## config.mk

```make
export PLATFORM = sky130hd
export DESIGN_NAME = cache_bus_master
export DESIGN_NICKNAME = d
export VERILOG_FILES = /design/src/rtl/types.sv /design/src/rtl/cache_bus_master.sv
export SDC_FILE = /design/constraint.sdc
export NUM_CORES = 1
export LEC_CHECK = 0
export CAP_MARGIN = 20
export CORE_AREA = 5 5 429 431
export DETAILED_ROUTE_END_ITERATION = 8
export DIE_AREA = 0 0 434 436
export GPL_TIMING_DRIVEN = 0
export MAX_ROUTING_LAYER = met4
export PLACE_DENSITY = 0.39
export SYNTH_ARGS = -nofsm -noshare
export SYNTH_HDL_FRONTEND = slang
export SYNTH_SLANG_ARGS = --single-unit
```

## constraint.sdc

```tcl
create_clock -name clk -period 37.1 [get_ports clk]
set_input_delay 7.42 -clock clk [delete_from_list [all_inputs] [get_ports clk]]
set_output_delay 7.42 -clock clk [all_outputs]
set_load 0.01 [all_outputs]
```

## src/rtl/types.sv

```systemverilog
// Shared types for the MESI snooping-bus requesters.
// Bus command encoding, CPU count and the requester FSM states.
package types;

    localparam int NUM_CPUS = 4;

    typedef enum logic [1:0] {
        BUS_RD    = 2'd0,
        BUS_RDX   = 2'd1,
        BUS_UPGR  = 2'd2,
        BUS_FLUSH = 2'd3
    } bus_cmd_t;

    typedef enum logic [2:0] {
        ST_IDLE = 3'd0,
        ST_REQ  = 3'd1,
        ST_CMD  = 3'd2,
        ST_RESP = 3'd3,
        ST_DONE = 3'd4
    } bm_state_t;

    // Any encoding outside the known set is issued as a plain read.
    function automatic bus_cmd_t sanitize_cmd(input logic [1:0] c);
        bus_cmd_t r;
        case (c)
            2'd1:    r = BUS_RDX;
            2'd2:    r = BUS_UPGR;
            2'd3:    r = BUS_FLUSH;
            default: r = BUS_RD;
        endcase
        return r;
    endfunction

endpackage

```

## src/rtl/cache_bus_master.sv

```systemverilog
// Per-cache bus-side requester: arbitrates for the snooping bus,
// issues one command, waits for the response, reports completion.
module cache_bus_master
    import types::*;
#(
    parameter int CPU_ID         = 0,
    parameter int ADDR_WIDTH     = 32,
    parameter int LINE_WIDTH     = 256,
    parameter int WAIT_CNT_WIDTH = 8
) (
    input  logic                      clk,
    input  logic                      rst,
    input  logic                      cpu_valid,
    output logic                      cpu_ready,
    input  bus_cmd_t                  cpu_cmd,
    input  logic [ADDR_WIDTH-1:0]     cpu_addr,
    input  logic [LINE_WIDTH-1:0]     cpu_wdata,
    output logic                      cpu_done,
    output logic [LINE_WIDTH-1:0]     cpu_rdata,
    output logic                      cpu_shared,
    output logic                      req,
    input  logic                      gnt,
    output logic                      busy,
    output logic                      bus_valid,
    output bus_cmd_t                  bus_cmd,
    output logic [ADDR_WIDTH-1:0]     bus_addr,
    output logic [LINE_WIDTH-1:0]     bus_wdata,
    input  logic                      bus_resp_valid,
    input  logic [LINE_WIDTH-1:0]     bus_resp_data,
    input  logic                      bus_resp_shared,
    output logic [WAIT_CNT_WIDTH-1:0] wait_cycles
);

    localparam logic [WAIT_CNT_WIDTH-1:0] WAIT_MAX = '1;

    if (CPU_ID < 0 || CPU_ID >= NUM_CPUS) begin : g_bad_cpu_id
        $error("cache_bus_master: CPU_ID out of range");
    end

    bm_state_t                 r_state;
    bus_cmd_t                  r_cmd;
    logic [ADDR_WIDTH-1:0]     r_addr;
    logic [LINE_WIDTH-1:0]     r_wdata;
    logic [LINE_WIDTH-1:0]     r_rdata;
    logic                      r_shared;
    logic [WAIT_CNT_WIDTH-1:0] r_wait;
    logic                      w_no_resp;

    // Upgrades and flushes carry no data back, so they skip RESP.
    assign w_no_resp = (r_cmd == BUS_UPGR) || (r_cmd == BUS_FLUSH);

    // Transaction FSM with the latched request, wait counter and response.
    always_ff @(posedge clk or posedge rst) begin
        if (rst) begin
            r_state  <= ST_IDLE;
            r_cmd    <= BUS_RD;
            r_addr   <= '0;
            r_wdata  <= '0;
            r_rdata  <= '0;
            r_shared <= 1'b0;
            r_wait   <= '0;
        end else begin
            unique case (r_state)
                ST_IDLE: begin
                    if (cpu_valid) begin
                        r_cmd   <= sanitize_cmd(cpu_cmd);
                        r_addr  <= cpu_addr;
                        r_wdata <= cpu_wdata;
                        r_wait  <= '0;
                        r_state <= ST_REQ;
                    end
                end
                ST_REQ: begin
                    if (gnt) begin
                        r_state <= ST_CMD;
                    end else if (r_wait != WAIT_MAX) begin
                        r_wait <= r_wait + 1'b1;
                    end
                end
                ST_CMD: begin
                    r_state <= w_no_resp ? ST_DONE : ST_RESP;
                end
                ST_RESP: begin
                    if (bus_resp_valid) begin
                        r_rdata  <= bus_resp_data;
                        r_shared <= bus_resp_shared;
                        r_state  <= ST_DONE;
                    end
                end
                ST_DONE: begin
                    r_state <= ST_IDLE;
                end
                default: begin
                    r_state <= ST_IDLE;
                end
            endcase
        end
    end

    assign cpu_ready   = (r_state == ST_IDLE);
    assign req         = (r_state == ST_REQ);
    assign bus_valid   = (r_state == ST_CMD);
    assign cpu_done    = (r_state == ST_DONE);
    assign busy        = (r_state == ST_CMD) ||
                         (r_state == ST_RESP) ||
                         (r_state == ST_DONE);
    assign bus_cmd     = r_cmd;
    assign bus_addr    = r_addr;
    assign bus_wdata   = r_wdata;
    assign cpu_rdata   = r_rdata;
    assign cpu_shared  = r_shared;
    assign wait_cycles = r_wait;

endmodule

```

==> impl_metrics.toml <==
[sta]
finalHoldViolCount = 0
timing.clock.skew_ps = 17.1
setup_ws_ps = 27030
slew-limit-headroom_pct = 36.6
final_min_period_over_clock_period_pct = 27.2
setup_violations = 0
rsz_0062_raised_after_global_routing = "false"
timing.fmax_mhz = 99.3
min_period_ps = 10070
setup_tns_ps = 0
hold_ws_ps = 470
timing_max_transition_violations_final = 0
worst_tran_pin_value_ps = 951

[critical_path]
reg2reg_from = "r_state[0]"
worst-path-buf-inv = 4
worstPathCellList = "buf_6 -> or3b_1 -> buf_2 -> inv_1 -> clkdlybuf4s50_1"
critical_path.slowest_cell = "sky130_fd_sc_hd__clkdlybuf4s50_1"
setup.worst_path.start_class = "register"
worstPathRequired_ps = 29680
crit_fanout = 8
startpoint_to_endpoint_class_of_the_critical_path = "register to output port"
critPathCapture = "req"
endpoint_kind = "output port"
worst_r2r_endpoint = "bus_wdata[26]"
r2r_cells = 8
worstSetupStartpoint = "r_state[1]"
arrival_ps = 2650
setup.reg_to_reg.worst_slack_ps = 34380
timing.critical_path.max_delay_family = "buffers and inverters"
critical_path_depth = 5
timing.critical_path.slowest_cell_delay_ps = 610

[logic_synthesis]
dominant_combinational_cell_family_by_area_after_synthesis = "simple AND/OR/NAND/NOR gates"
yosysWarnings = 0
postSynth.asyncResetShare_pct = 100
mappedNetlistArea_um2 = 21000
synth.distinct_cells = 31
postSynthRegisterBits = 558
synth_xor_xnor_area_share_pct = 0
synth_ff_type = "sky130_fd_sc_hd__dfrtp_1"
post_synth.cell_area_avg_um2 = 11.4
synth-edff-count = 0
synthAdderAreaFrac_pct = 0.0597
synthMuxAreaShare_pct = 14.0
synth_compound_gate_area_share_pct = 0.532
synth.net_count = 2397
yosysSeqAreaShare_pct = 66.7
syn_inst = 1844
yosys.area_share.simple_pct = 16.5

[routing]
antenna_left = 0
finalWirelength_um = 129000
vias = 17893
number_of_violations_reported_at_the_end_of_detailed_routing_iteration_0 = 801
vias_per_cell = 3.26
drc = 0
drt-wirelength-per-cell_um = 23.5
drtPass1Iterations = 5

[floorplan]
dieHeight_um = 436
floorplan.die.width_um = 434
core-area_um2 = 180000
fp-row-count = 156
ioPinCount = 1112
initial_core_util_pct = 11.7
die_area_um2 = 189000

[power_and_ir_drop]
power_report.internal_total_mw = 2.10
comb_pwr_share_pct = 44.9
netSwitchingPower_mw = 1.20
report.power.total_mw = 3.29
irDropWorstVdd_v = 0.0000396
pwr_density_nw_per_um2 = 87.4
seq_power_share_pct = 33.0
pwr-share-clk_pct = 22.2
power.share.switching_pct = 36.3
total_leakage_power_nw = 16.5

[final_layout]
finish.cell_count_without_fillers = 5483
nNetsFinal = 3591
area_delta_synth_final_pct = 79.8
post_route_cells_drive_above_1_share_pct = 13.9

[global_route]
grt_start_max_net_pins = 110
antenna_found_initial = 30
grt_pass1_vias = 19196
grt_use_total_pct = 13.6
grt_overflow_total = 0
grt_pass1_wl_um = 172000

[clock_network]
cts.reportedPaths.clkPinSlew_ps = 50
cts-root-buf = "sky130_fd_sc_hd__clkbuf_16"
max-clock-path-buffers = 3
cts_resized = 0
tritoncts_clock_tree = "yes"
post_cts.repair.setup_buffers = 0
cts.hold.buffers_added = 0
clock-sinks = 558
clock_tree.htree_level_count = 3
clk-insertion-delay-late_ps = 660
cts-buffers-inserted = 75

[placed_design]
dp_slack_ps = 26820
dp_hpwl_um = 107000
io_buffer_count = 1111
placed_cells_incl_taps = 5331
place_congestion = 0.875

[flow_run]
max-cap-violations = 0

[worst_hold_path]
hp-class = "register to register"
launch_instance_of_the_worst_min_delay_path = "bus_wdata[66]"

[status]
run_status = "completed"
-- registers in the layout (all words and copies together), names as in the netlist --
register     flops
bus_wdata      256
bus_addr        32
wait_cycles      8
bus_cmd          2
cpu_shared       1
cpu_rdata      256
r_state          3
-- worst reg2reg max path, delay by kind of cell, from the launching register on --
kind / cells / cell delay (ps)
buffers and inverters: 4 / 1500
and+or+nand+nor: 4 / 800
DFF: 1 / 360
-- metal layers --
layer  share of wire, %  GRT usage [%]  wire length [um]
met3                6.8           4.29              8730
met5                  0              -                 0
met4                1.3           2.23              1720
met1                 39           14.8             49900
met2                 53           24.6             68600
-- power by group through the flow --
| stage | clock (mW) | sequential [mW] | combinational, mW |
|---|---|---|---|
| 4_1_cts | 0.765 | 1.09 | 1.53 |
| 3_3_place_gp | 0 | 1.09 | 1.52 |
| 2_1_floorplan | 0 | 1.19 | 0.393 |
| 3_5_place_dp | 0 | 1.09 | 1.53 |
| 6_report | 0.730 | 1.08 | 1.48 |
| 5_1_grt | 0.787 | 1.12 | 1.58 |
-- logic make-up after synthesis --
| logic type | count (synthesis) |
|---|---|
| compound gates | 13 |
| fa+ha+maj | 1 |
| buf+inv | 102 |
| flops | 558 |
| mux | 260 |
| simple gates | 910 |
-- metrics by stage --
step / utilization [%] / area, um^2
5_1_grt: 20.9 / 37600
4_1_cts: 20.9 / 37600
2_1_floorplan: - / 21000
3_5_place_dp: 19.6 / 35200
6_report: 20.9 / 37700
3_3_place_gp: 19.5 / 35000
-- cells in the mapped netlist (2+ instances only) --
| cell | number | area (um^2) |
|---|---|---|
| sky130_fd_sc_hd__a211o_1 | 3 | 26.3 |
| sky130_fd_sc_hd__a31oi_1 | 2 | 12.5 |
| sky130_fd_sc_hd__and3_1 | 3 | 18.8 |
| sky130_fd_sc_hd__and4_1 | 2 | 17.5 |
| sky130_fd_sc_hd__buf_2 | 53 | 265 |
| sky130_fd_sc_hd__clkbuf_1 | 41 | 154 |
| sky130_fd_sc_hd__dfrtp_1 | 558 | 14000 |
| sky130_fd_sc_hd__inv_1 | 6 | 22.5 |
| sky130_fd_sc_hd__mux2_2 | 257 | 2890 |
| sky130_fd_sc_hd__mux2i_1 | 2 | 20.0 |
| sky130_fd_sc_hd__nand2_1 | 881 | 3310 |
| sky130_fd_sc_hd__nand3_1 | 6 | 30.0 |
| sky130_fd_sc_hd__nor2_1 | 8 | 30.0 |
| sky130_fd_sc_hd__nor3_1 | 4 | 20.0 |
| sky130_fd_sc_hd__o21ai_0 | 2 | 10.0 |
-- layout by cell type, fill, tap and decap left out, types with 3 or more instances in the layout --
master / n
sky130_fd_sc_hd__clkdlybuf4s50_1: 1111
sky130_fd_sc_hd__nand2_1: 881
sky130_fd_sc_hd__dfrtp_1: 558
sky130_fd_sc_hd__mux2_2: 257
sky130_fd_sc_hd__clkbuf_16: 78
sky130_fd_sc_hd__clkbuf_1: 64
sky130_fd_sc_hd__buf_2: 53
sky130_fd_sc_hd__diode_2: 22
sky130_fd_sc_hd__clkbuf_8: 13
sky130_fd_sc_hd__nor2_1: 8
sky130_fd_sc_hd__clkinv_2: 7
sky130_fd_sc_hd__nand3_1: 6
sky130_fd_sc_hd__inv_1: 5
sky130_fd_sc_hd__buf_16: 5
sky130_fd_sc_hd__nor3_1: 4
sky130_fd_sc_hd__bufinv_16: 4
sky130_fd_sc_hd__and3_1: 3
sky130_fd_sc_hd__a211o_1: 3
-- cell type report --
type                            instances  area [um^2]
Fill cell                           19724       142000
Sequential cell                       558        14000
Timing Repair Buffer                 1117        11300
Multi-Input combinational cell       1184         6530
Tap cell                             2370         2970
Clock buffer                          116         2220
Buffer                                 96          440
Clock inverter                         14          189
Antenna cell                           22         55.1
Inverter                                6         30.0
-- how the worst min path moves through the flow --
stage,to,cells past startpoint
detailed placement,bus_addr[6],2
CTS,bus_addr[6],2
global route,bus_addr[6],2
floorplan,r_state[0],1
finish,bus_wdata[66],2
global placement,bus_wdata[75],2
(Power assumes the default switching activity.)
